**src/rtl/uart_tx_arb_if.sv**
```systemverilog
// uart_tx_arb_if: requester, UART transmitter and grant signals shared by the arbiter and its environment
interface uart_tx_arb_if #(
  parameter int NUM_REQ = 4
);
  logic [NUM_REQ-1:0] req_valid;
  logic [8*NUM_REQ-1:0] req_data;
  logic [NUM_REQ-1:0] req_last;
  logic [NUM_REQ-1:0] req_ready;
  logic tx_start;
  logic [7:0] tx_data;
  logic tx_busy;
  logic tx_done;
  logic grant_valid;
  logic [$clog2(NUM_REQ)-1:0] grant_id;
  logic pkt_abort;
  modport master (
    output req_valid, req_data, req_last, tx_busy, tx_done,
    input req_ready, tx_start, tx_data, grant_valid, grant_id, pkt_abort
  );
  modport slave (
    input req_valid, req_data, req_last, tx_busy, tx_done,
    output req_ready, tx_start, tx_data, grant_valid, grant_id, pkt_abort
  );
endinterface

```
**src/rtl/uart_tx_arb.sv**
```systemverilog
// uart_tx_arb: round-robin, packet-locking arbiter feeding one UART transmitter
module uart_tx_arb #(
  parameter int NUM_REQ = 4,
  parameter int LOCK_TIMEOUT = 1024
) (
  input logic clk,
  input logic rst,
  uart_tx_arb_if.slave bus
);
  localparam int IW = $clog2(NUM_REQ);
  typedef enum logic [1:0] {IDLE, LOAD, START, WAIT} state_e;
  state_e state_q, state_d;
  logic [IW-1:0] gid_q, gid_d, rr_q, rr_d, pick, rr_next;
  logic [7:0] data_q, data_d;
  logic last_q, last_d, sent_q, sent_d;
  logic [15:0] cnt_q, cnt_d;
  logic [IW:0] sum;
  logic [NUM_REQ-1:0] ready;
  logic tx_start, abort, cur_valid;
  assign rr_next = (gid_q == IW'(NUM_REQ - 1)) ? '0 : gid_q + 1'b1;
  assign cur_valid = bus.req_valid[gid_q];
  // search origin rotates to rr_q; smaller offsets are visited last so they win
  always_comb begin
    pick = rr_q;
    sum = '0;
    for (int k = NUM_REQ - 1; k >= 0; k--) begin
      sum = {1'b0, rr_q} + (IW+1)'(k);
      sum = (sum >= (IW+1)'(NUM_REQ)) ? sum - (IW+1)'(NUM_REQ) : sum;
      pick = bus.req_valid[sum[IW-1:0]] ? sum[IW-1:0] : pick;
    end
  end
  always_comb begin
    state_d = state_q;
    gid_d = gid_q;
    rr_d = rr_q;
    data_d = data_q;
    last_d = last_q;
    sent_d = sent_q;
    cnt_d = '0;
    ready = '0;
    tx_start = 1'b0;
    abort = 1'b0;
    case (state_q)
      IDLE: if (|bus.req_valid) begin
        gid_d = pick;
        sent_d = 1'b0;
        state_d = LOAD;
      end
      LOAD: begin
        ready[gid_q] = cur_valid;
        if (cur_valid) begin
          data_d = bus.req_data[8*gid_q +: 8];
          last_d = bus.req_last[gid_q];
          state_d = START;
        end else if (sent_q && cnt_q == 16'(LOCK_TIMEOUT - 1)) begin
          abort = 1'b1;
          rr_d = rr_next;
          state_d = IDLE;
        end else if (sent_q) begin
          cnt_d = cnt_q + 16'd1;
        end
      end
      START: if (!bus.tx_busy) begin
        tx_start = 1'b1;
        state_d = WAIT;
      end
      WAIT: if (bus.tx_done) begin
        state_d = last_q ? IDLE : LOAD;
        rr_d = last_q ? rr_next : rr_q;
        sent_d = 1'b1;
      end
      default: state_d = IDLE;
    endcase
  end
  always_ff @(posedge clk) begin
    if (rst) begin
      state_q <= IDLE;
      gid_q <= '0;
      rr_q <= '0;
      data_q <= '0;
      last_q <= 1'b0;
      sent_q <= 1'b0;
      cnt_q <= '0;
    end else begin
      state_q <= state_d;
      gid_q <= gid_d;
      rr_q <= rr_d;
      data_q <= data_d;
      last_q <= last_d;
      sent_q <= sent_d;
      cnt_q <= cnt_d;
    end
  end
  assign bus.req_ready = ready;
  assign bus.tx_start = tx_start;
  assign bus.tx_data = data_q;
  assign bus.grant_valid = state_q != IDLE;
  assign bus.grant_id = gid_q;
  assign bus.pkt_abort = abort;
endmodule

```
**src/flat_wrapper.sv**
```systemverilog
// flat-port wrapper written by rule: the top's interface ports become plain ports
module uart_tx_arb_flat 
#(
  parameter int NUM_REQ = 4,
  parameter int LOCK_TIMEOUT = 1024
)
  (clk, rst, bus_req_valid, bus_req_data, bus_req_last, bus_tx_busy, bus_tx_done, bus_req_ready, bus_tx_start, bus_tx_data, bus_grant_valid, bus_grant_id, bus_pkt_abort);
  uart_tx_arb_if #(.NUM_REQ(NUM_REQ)) bus_i ();
  input logic clk;
  input logic rst;
  input wire logic [$bits(bus_i.req_valid)-1:0] bus_req_valid;
  input wire logic [$bits(bus_i.req_data)-1:0] bus_req_data;
  input wire logic [$bits(bus_i.req_last)-1:0] bus_req_last;
  input wire logic [$bits(bus_i.tx_busy)-1:0] bus_tx_busy;
  input wire logic [$bits(bus_i.tx_done)-1:0] bus_tx_done;
  output wire logic [$bits(bus_i.req_ready)-1:0] bus_req_ready;
  output wire logic [$bits(bus_i.tx_start)-1:0] bus_tx_start;
  output wire logic [$bits(bus_i.tx_data)-1:0] bus_tx_data;
  output wire logic [$bits(bus_i.grant_valid)-1:0] bus_grant_valid;
  output wire logic [$bits(bus_i.grant_id)-1:0] bus_grant_id;
  output wire logic [$bits(bus_i.pkt_abort)-1:0] bus_pkt_abort;
  assign bus_i.req_valid = bus_req_valid;
  assign bus_i.req_data = bus_req_data;
  assign bus_i.req_last = bus_req_last;
  assign bus_i.tx_busy = bus_tx_busy;
  assign bus_i.tx_done = bus_tx_done;
  assign bus_req_ready = bus_i.req_ready;
  assign bus_tx_start = bus_i.tx_start;
  assign bus_tx_data = bus_i.tx_data;
  assign bus_grant_valid = bus_i.grant_valid;
  assign bus_grant_id = bus_i.grant_id;
  assign bus_pkt_abort = bus_i.pkt_abort;
  uart_tx_arb #(.NUM_REQ(NUM_REQ), .LOCK_TIMEOUT(LOCK_TIMEOUT)) u_core (.clk(clk), .rst(rst), .bus(bus_i));
endmodule
```
**config.mk**
```make
export PLATFORM = sky130hd
export DESIGN_NAME = uart_tx_arb_flat
export DESIGN_NICKNAME = d
export VERILOG_FILES = /design/src/rtl/uart_tx_arb_if.sv /design/src/rtl/uart_tx_arb.sv /design/src/flat_wrapper.sv
export SDC_FILE = /design/constraint.sdc
export NUM_CORES = 1
export LEC_CHECK = 0
export CELL_PAD_IN_SITES_DETAIL_PLACEMENT = 1
export CELL_PAD_IN_SITES_GLOBAL_PLACEMENT = 2
export CORE_UTILIZATION = 39
export DETAILED_ROUTE_END_ITERATION = 16
export DONT_BUFFER_PORTS = 1
export PLACE_DENSITY = 0.82
export SYNTH_ARGS = -nofsm -noshare
export SYNTH_HDL_FRONTEND = slang
export SYNTH_SLANG_ARGS = --single-unit
```
**constraint.sdc**
```tcl
create_clock -name clk -period 4.1 [get_ports clk]
set_input_delay 0.41 -clock clk [delete_from_list [all_inputs] [get_ports clk]]
set_output_delay 0.41 -clock clk [all_outputs]
set_load 0.1 [all_outputs]
```
==> results of run 1 <==
==> power by group through the flow <==
| stage | logic [uW] | clock network, uW | registers [uW] |
|---|---|---|---|
| detailed placement | 129 | 0 | 387 |
| global placement | 126 | 0 | 386 |
| CTS | 129 | 314 | 380 |
| floorplan | 104 | 0 | 392 |
| finish | 127 | 302 | 380 |
| global route | 137 | 330 | 382 |
==> cell usage in the layout (no fill, tap or decap), types with 3 or more instances in the layout <==
cell type,count
nor2_1,35
dfxtp_1,31
nand2_1,12
mux4_2,10
nand3_1,10
xor2_1,10
mux2i_1,9
buf_4,7
inv_1,6
nor2b_1,5
a21oi_1,5
ha_1,5
clkbuf_8,5
and2_1,4
and3_1,4
nor3_1,4
xnor2_1,4
nor3b_1,3
==> flip-flops by register name (all words and copies together) (netlist names), named ones only <==
signal and count:
u_core.cnt_q 16, u_core.bus.grant_id 2, u_core.state_q 1, u_core.bus.tx_data 8, u_core.sent_q 1, u_core.last_q 1, u_core.rr_q 2
==> worst max-delay path: cells and delay by family, from the launching register on <==
family | cells | cell delay (ns)
flops | 1 | 0.36
simple gates | 2 | 0.70
buf+inv | 1 | 0.23
mux | 1 | 0.55
==> how the worst max path moves through the flow <==
stage                  endpoint  slack (ns)
2_1_floorplan     bus_pkt_abort        0.37
3_3_place_gp   bus_req_ready[3]        1.86
3_5_place_dp   bus_req_ready[3]        1.84
4_1_cts        bus_req_ready[3]        1.53
5_1_grt        bus_req_ready[2]        1.41
6_report       bus_req_ready[2]        1.56
==> layout make-up <==
type | instances | share of cell area
repair buffers | 8 | 0.0391
flip-flops and latches | 32 | 0.324
well taps | 52 | 0.0328
clock buffers | 5 | 0.0347
multi-input cells | 140 | 0.537
clock inverters | 3 | 0.0215
inverters | 6 | 0.0114
==> kinds of logic after synthesis <==
logic type                 after synthesis  synth area share
adders and majority gates                5            0.0354
buffers and inverters                   15            0.0403
muxes                                   20             0.185
xor gates and xnor gates                14            0.0694
and+or+nand+nor                         90             0.265
DFF                                     32             0.362
AOI/OAI and AO/OA                       11            0.0425
==> routing by layer <==
layer  global-route usage  share of wire  vias up
met5                    0              0        -
met4               0.0635          0.013        0
met3               0.0712          0.057        6
met2                0.321           0.51       37
met1                0.202           0.42      678
li1                     -              -      661
==> stage by stage <==
| step | total power (uW) | util |
|---|---|---|
| global placement | 512 | 0.430 |
| CTS | 823 | 0.455 |
| global route | 849 | 0.455 |
| detailed placement | 516 | 0.430 |
| floorplan | 496 | - |
| finish | 809 | 0.455 |
==> impl_metrics.env, run 1 <==
export IMPL_outcome="finished, final reports clean"
export IMPL_clk_insertion_delay_late_ns=0.29
export IMPL_die_area_sq_um=4810
export IMPL_holdWs_ns=0.176
export IMPL_postCtsSetupBuffers=0
export IMPL_vias=1382
export IMPL_gp_congestion=0.811
export IMPL_p_leak_uw=0.000713
export IMPL_postCtsHoldBufs=0
export IMPL_synth_nets=236
export IMPL_max_slew_margin_rel=0.345
export IMPL_drc=0
export IMPL_synth_seq_cells=32
export IMPL_finalClockSkew_ns=0.00812
export IMPL_path_cells="mux4_2, and3b_1, and2_1, buf_4"
export IMPL_netlist_area_leader_share=0.362
export IMPL_fin_crit_sh=0.620
export IMPL_critPathLaunch="u_core.bus.grant_id[1]"
export IMPL_tightestPinTransition_ns=0.982
export IMPL_nFillCells=507
export IMPL_worst_ep_arrival_time_ns=2.13
export IMPL_chipHeight_microns=69.3
export IMPL_rsz0062_at_grt="false"
export IMPL_diodes=0
export IMPL_ys_types=37
export IMPL_post_cts_resized=0
export IMPL_crit_required_ns=3.69
export IMPL_dp_cells=238
export IMPL_first_pass_iters=4
export IMPL_p_sw_uw=260
export IMPL_synth_ff_type="dfxtp_1"
export IMPL_ys_warn_count=0
export IMPL_fp_dieW_microns=69.3
export IMPL_p_per_area_nw_per_um2=408
export IMPL_cts_tree="done"
export IMPL_p_int_uw=549
export IMPL_ys_seq_area_frac=0.362
export IMPL_antenna_found_initial=0
export IMPL_min_period_ns=2.54
export IMPL_drv_cap=0
export IMPL_cpPeakStageDelay_ns=0.55
export IMPL_ff_latch_area_sq_um=642
export IMPL_hold_end="u_core.bus.grant_id[0]"
export IMPL_cp_slowest_cell="mux4_2"
export IMPL_finalWirelength_mm=3.96
export IMPL_synth_most_common_cell="nor2_1"
export IMPL_clockBufferDepth=2
export IMPL_cts_num_sinks=32
export IMPL_clk_pin_slew_ns=0.07
export IMPL_placed_cell_area_sq_um=1870
export IMPL_routedWlPerCell_microns=16.1
export IMPL_dp_final_hpwl_mm=2.99
export IMPL_viasPerCell=5.62
export IMPL_rows=24
export IMPL_grt_pass1_wl_mm=7.02
export IMPL_syn_area_per_cell_sq_um=9.45
export IMPL_min_from="rst"
export IMPL_hp_class="in -> reg"
export IMPL_max_freq_mhz=394
export IMPL_slew_viol_final=0
export IMPL_io_pins=61
export IMPL_grt_pass1_vias=1520
export IMPL_setup_viol=0
export IMPL_start_util=0.406
export IMPL_grt_ovfl_total=0
export IMPL_cts_root_buf="clkbuf_8"
export IMPL_ys_top_cells_by_count="nor2_1 (36), dfxtp_1 (32), nand2_1 (12)"
export IMPL_synth_edff_count=0
export IMPL_rr_endpoint="u_core.rr_q[0]"
export IMPL_h_tree_depth=2
export IMPL_end_kind="output port"
export IMPL_core_area_sq_um=4350
export IMPL_syn_to_final_growth_pct=12.1
export IMPL_multiInputGateArea_sq_um=1060
export IMPL_drive_gt1_frac=0.165
export IMPL_place_ws_ns=1.84
export IMPL_stdcell_count=246
export IMPL_regToRegSetupSlack_ns=2.23
export IMPL_r2r_cells=6
export IMPL_ant_nets=0
export IMPL_timing_rr_start="u_core.cnt_q[0]"
export IMPL_fin_tns_setup_ns=0
export IMPL_synthArstFlopShare=0
export IMPL_design_area_sq_um=1980
export IMPL_whs_path_depth=1
export IMPL_clkPwrFrac=0.373
export IMPL_fin_ws_ns=1.56
export IMPL_pwr_share_comb=0.157
export IMPL_swShare=0.321
export IMPL_syn_instance_count=187
export IMPL_critPathKind="reg -> out"
export IMPL_seq_power_share=0.469
export IMPL_io_buffers=0
export IMPL_grt_total_usage=0.184
export IMPL_ir_worst_vdd_mv=0.209
export IMPL_hold_viol=0
export IMPL_final_nets=242
export IMPL_synth_area_sq_um=1770
export IMPL_cts_buffers=5
export IMPL_synth_area_leaders="dfxtp_1 (36%), mux4_2 (13%), nor2_1 (7.6%)"
export IMPL_grt_max_degree=19
export IMPL_cp_start_kind="flip-flop"
export IMPL_synth_top_area_cell="dfxtp_1"
export IMPL_drt_iter0_markers=53
export IMPL_crit_fanout=14
(Power assumes the default switching activity.)
==> run 2: changes to the inputs <==
Settings changed: CORE_UTILIZATION 39 to 33, PLACE_DENSITY 0.82 to 0.74.
Clock period 4.1 ns to 2.21 ns, I/O delays scaled along.
==> run 2 against run 1 <==
First-iteration DRC count did not move. Sequential share of layout area fell by 2.2 points. Critical path type unchanged. Clock power rose by 54%. Worst hold slack got worse by 0.032 ns. Non-clock buffer count rose by 12. Sequential power rose by 63%. Via count rose by 3.6%. Highest routed layer unchanged. Global-route usage fell by 2.2 points. Total power rose by 79%. Wire length rose by 8.5%. Die area rose by 18%.
==> impl_metrics.env, run 2 (synthesized netlist as in run 1, its figures left out) <==
export IMPL_gp_congestion=0.824
export IMPL_routedWlPerCell_microns=15.6
export IMPL_p_int_uw=965
export IMPL_dp_cells=266
export IMPL_rsz0062_at_grt="false"
export IMPL_hold_viol=0
export IMPL_grt_total_usage=0.162
export IMPL_tightestPinTransition_ns=0.670
export IMPL_cpPeakStageDelay_ns=0.54
export IMPL_min_period_ns=2.08
export IMPL_vias=1432
export IMPL_clockBufferDepth=2
export IMPL_cts_buffers=5
export IMPL_holdWs_ns=0.144
export IMPL_drv_cap=0
export IMPL_total_power_uw=1450
export IMPL_antenna_found_initial=0
export IMPL_clkPwrFrac=0.320
export IMPL_fp_dieW_microns=75.2
export IMPL_cpLargestDelayFamily="multiplexers"
export IMPL_multiInputGateArea_sq_um=1100
export IMPL_p_leak_uw=0.000786
export IMPL_io_buffers=0
export IMPL_p_per_area_nw_per_um2=675
export IMPL_setup_viol=0
export IMPL_largest_reg_flops=16
export IMPL_stdcell_count=276
export IMPL_max_slew_margin_rel=0.550
export IMPL_die_area_sq_um=5650
export IMPL_h_tree_depth=2
export IMPL_core_area_sq_um=5140
export IMPL_ff_latch_area_sq_um=648
export IMPL_nFillCells=623
export IMPL_start_util=0.344
export IMPL_critPathBufInv=1
export IMPL_chipHeight_microns=75.2
export IMPL_cts_tree="done"
export IMPL_worst_ep_arrival_time_ns=1.86
export IMPL_crit_fanout=7
export IMPL_pwr_share_comb=0.254
export IMPL_drive_gt1_frac=0.243
export IMPL_clk_pin_slew_ns=0.07
export IMPL_end_kind="output port"
export IMPL_first_pass_iters=6
export IMPL_finalClockSkew_ns=0.00983
export IMPL_grt_pass1_wl_mm=6.78
export IMPL_crit_required_ns=1.99
export IMPL_hp_class="in -> reg"
export IMPL_ir_worst_vdd_mv=0.243
export IMPL_rows=26
export IMPL_p_sw_uw=486
export IMPL_utilization=0.418
export IMPL_ant_nets=0
export IMPL_cp_slowest_cell="mux4_2"
export IMPL_cts_num_sinks=32
export IMPL_finalWirelength_mm=4.29
export IMPL_drt_iter0_markers=53
export IMPL_drc=0
export IMPL_outcome="finished, final reports clean"
export IMPL_dp_final_hpwl_mm=3.26
export IMPL_diodes=0
export IMPL_critPathKind="reg -> out"
export IMPL_grt_pass1_vias=1470
export IMPL_cts_root_buf="clkbuf_8"
export IMPL_grt_ovfl_total=0
export IMPL_final_common_cell="nor2_1"
export IMPL_swShare=0.335
export IMPL_slew_viol_final=0
export IMPL_layout_common_cells="nor2_1 (35), dfxtp_1 (30), buf_4 (15), nand2_1 (12)"
export IMPL_io_pins=61
export IMPL_viasPerCell=5.19
export IMPL_regMostFlops="u_core.cnt_q"
export IMPL_clk_insertion_delay_late_ns=0.28
export IMPL_fin_ws_ns=0.131
export IMPL_max_freq_mhz=481
export IMPL_seq_power_share=0.426
export IMPL_syn_to_final_growth_pct=21.6
export IMPL_path_cells="mux4_2, and3b_1, and2_2, buf_12"
export IMPL_final_nets=254
export IMPL_grt_max_degree=17
export IMPL_fin_crit_sh=0.941
export IMPL_place_ws_ns=0.233
export IMPL_cp_start_kind="flip-flop"
run 2: timing repair:
| action | 4_1_cts | 5_1_grt |
|---|---|---|
| hold buffers | 1 | 0 |
| endpoints found under the hold margin | 14 | 0 |
| endpoints found under the setup margin | 1 | 1 |
| buffers inserted | 0 | 1 |
| gates resized for setup | 1 | 3 |
| pin swaps | 0 | 1 |
run 2: metrics by stage:
stage | cell area (sq um) | setup TNS [ns]
after CTS | 2130 | 0
after global routing | 2150 | 0
after detailed placement | 2020 | 0
after floorplan | 1790 | -0.0701
after global placement | 2020 | 0
final | 2150 | 0
run 2: path summary, 6_finish.rpt:
kind / slack (ns) / to / cells after the start / start
setup / recovery: 0.13 / bus_req_ready[1] / 4 / u_core.bus.grant_id[1]
hold / removal: 0.14 / u_core.rr_q[1] / 3 / rst
setup reg to reg: 0.37 / u_core.rr_q[0] / 6 / u_core.cnt_q[0]
hold reg to reg: 0.47 / u_core.cnt_q[0] / 1 / u_core.cnt_q[0]
run 2: routing by layer:
layer,global-route usage,vias to the layer above,wire (microns)
met4,0.0535,0,46
met2,0.297,41,2250
met5,0,-,0
li1,-,687,-
met3,0.0402,6,221
met1,0.185,698,1780
run 2: power by group through the flow:
stage | logic (uW) | registers, uW | clock network [uW]
6_report | 368 | 618 | 464
2_1_floorplan | 196 | 727 | 0
5_1_grt | 389 | 620 | 514
3_3_place_gp | 354 | 630 | 0
3_5_place_dp | 363 | 631 | 0
4_1_cts | 369 | 618 | 483
run 2: layout make-up:
cell class / instances / area share
clock buffers: 6 / 0.0384
multi-input cells: 140 / 0.510
flip-flops and latches: 32 / 0.302
clock inverters: 2 / 0.00466
repair buffers: 20 / 0.0943
well taps: 70 / 0.0407
inverters: 6 / 0.0105
run 2: tightest hold or removal path, cell delays in order:
cell	delay, ns
nor3b_1	0.04
nand2_1	0.06
nand3_1	0.05
==> run 3: changes to the inputs <==
Settings changed: CELL_PAD_IN_SITES_DETAIL_PLACEMENT 1 to not set, CELL_PAD_IN_SITES_GLOBAL_PLACEMENT 2 to not set, CORE_UTILIZATION 33 to 56.
==> run 3 against run 2 <==
Critical path depth is the same. Largest power group unchanged. Fmax shrank 2.8%. Non-clock buffer count shrank 1. Utilization grew 27 points. Sequential share of layout area grew 0.90 points. Wire length shrank 14%. Via count shrank 2.2%. Die area shrank 40%. Count of clock-buffer cells in the layout grew 2. Final cell count shrank 9.8%.
==> impl_metrics.env, run 3 (synthesized netlist as in run 1, its figures left out) <==
export IMPL_diodes=0
export IMPL_start_util=0.584
export IMPL_p_sw_uw=458
export IMPL_drc=0
export IMPL_critPathBufInv=1
export IMPL_gp_congestion=0.858
export IMPL_grt_pass1_vias=1343
export IMPL_swShare=0.337
export IMPL_first_pass_iters=4
export IMPL_vias=1401
export IMPL_pwr_share_comb=0.267
export IMPL_dp_cells=239
export IMPL_whs_path_depth=3
export IMPL_cpPeakStageDelay_ns=0.54
export IMPL_finalWirelength_mm=3.70
export IMPL_p_per_area_nw_per_um2=652
export IMPL_tightestPinTransition_ns=0.608
export IMPL_holdWs_ns=0.0830
export IMPL_grt_total_usage=0.244
export IMPL_p_leak_uw=0.000768
export IMPL_max_freq_mhz=467
export IMPL_grt_util_met3=0.0826
export IMPL_clk_insertion_delay_late_ns=0.34
export IMPL_cts_num_sinks=32
export IMPL_final_nets=253
export IMPL_busiest_layer="met2"
export IMPL_cpLargestDelayFamily="multiplexers"
export IMPL_p_int_uw=902
export IMPL_rows=20
export IMPL_crit_required_ns=1.99
export IMPL_cp_depth=4
export IMPL_cp_start_kind="flip-flop"
export IMPL_io_buffers=0
export IMPL_routedWlPerCell_microns=14.9
export IMPL_slew_viol_final=0
export IMPL_cts_buffers=5
export IMPL_crit_fanout=7
export IMPL_cts_root_buf="clkbuf_4"
export IMPL_worst_ep_arrival_time_ns=1.92
export IMPL_grt_pass1_wl_mm=6.07
export IMPL_path_cells="mux4_2, and3b_2, and2_2, buf_12"
export IMPL_chipHeight_microns=58.2
export IMPL_drt_iter0_markers=62
export IMPL_grt_util_met1=0.267
export IMPL_regMostFlops="u_core.cnt_q"
export IMPL_syn_to_final_growth_pct=18.0
export IMPL_stdcell_count=249
export IMPL_cts_tree="done"
export IMPL_drive_gt1_frac=0.239
export IMPL_ir_worst_vdd_mv=0.476
export IMPL_grt_ovfl_total=0
export IMPL_hp_class="in -> reg"
export IMPL_nFillCells=231
export IMPL_fp_dieW_microns=58.2
export IMPL_core_area_sq_um=3030
export IMPL_dp_final_hpwl_mm=2.83
export IMPL_die_area_sq_um=3390
export IMPL_cp_slowest_cell="mux4_2"
export IMPL_h_tree_depth=2
export IMPL_place_ws_ns=0.304
export IMPL_fin_crit_sh=0.968
export IMPL_grt_max_degree=17
export IMPL_ff_latch_area_sq_um=648
export IMPL_antenna_found_initial=0
export IMPL_max_slew_margin_rel=0.589
export IMPL_clk_pin_slew_ns=0.11
export IMPL_min_period_ns=2.14
export IMPL_io_pins=61
export IMPL_outcome="finished, final reports clean"
export IMPL_rsz0062_at_grt="false"
export IMPL_finalClockSkew_ns=0.0196
export IMPL_setup_viol=0
export IMPL_final_common_cell="nor2_1"
export IMPL_critPathKind="reg -> out"
export IMPL_ant_nets=0
export IMPL_fin_ws_ns=0.0699
export IMPL_end_kind="output port"
export IMPL_largest_reg_flops=16
export IMPL_drv_cap=0
export IMPL_use_met2=0.420
export IMPL_viasPerCell=5.63
export IMPL_seq_power_share=0.453
export IMPL_layout_common_cells="nor2_1 (35), dfxtp_1 (30), buf_4 (14), nand2_1 (12)"
export IMPL_r2r_cells=5
export IMPL_clkPwrFrac=0.281
export IMPL_clockBufferDepth=2
export IMPL_hold_viol=0
export IMPL_multiInputGateArea_sq_um=1100
run 3: what timing repair did:
action,4_1_cts,5_1_grt
setup endpoints to repair,1,3
buffers inserted,1,0
hold buffers,1,0
gates resized for setup,1,4
hold endpoints to repair,14,0
pin swaps,1,0
run 3: power groups by stage:
stage	logic, uW	registers, uW	clock network (uW)
after floorplan	196	727	0
after global placement	348	629	0
after detailed placement	355	629	0
after CTS	364	616	390
after global routing	383	619	414
final	363	616	382
run 3: layout make-up:
type | instances | area share
multi-input combinational | 140 | 0.526
timing repair buffer | 19 | 0.0935
sequential | 32 | 0.311
tap | 44 | 0.0264
inverter | 6 | 0.0108
clock buffer | 8 | 0.0330
run 3: path summary, 6_finish.rpt:
kind	from	slack, ns	to
worst max-delay path	u_core.bus.grant_id[1]	0.07	bus_req_ready[1]
worst min-delay path	rst	0.08	u_core.rr_q[1]
worst max register to register	u_core.bus.grant_id[1]	0.39	u_core.cnt_q[6]
worst min register to register	u_core.cnt_q[0]	0.45	u_core.cnt_q[0]
run 3: metal layers:
metal,up-vias,routed length [microns]
met4,0,87
met1,661,1490
met3,10,211
met5,-,0
met2,42,1920
li1,688,-
run 3: worst reg2reg max path, cell delays in order (launching register included):
cell,delay [ns]
dfxtp_4,0.36
mux4_2,0.54
nor3b_4,0.23
buf_4,0.17
nand4_4,0.23
nor2_1,0.20
run 3: through the flow:
stage / instance area (sq um) / power [uW] / utilization / TNS (ns)
global route: 2090 / 1420 / 0.689 / 0
CTS: 2080 / 1370 / 0.686 / 0
floorplan: 1790 / 923 / - / -0.0701
detailed placement: 1980 / 984 / 0.655 / 0
finish: 2090 / 1360 / 0.689 / 0
global placement: 1980 / 977 / 0.655 / 0
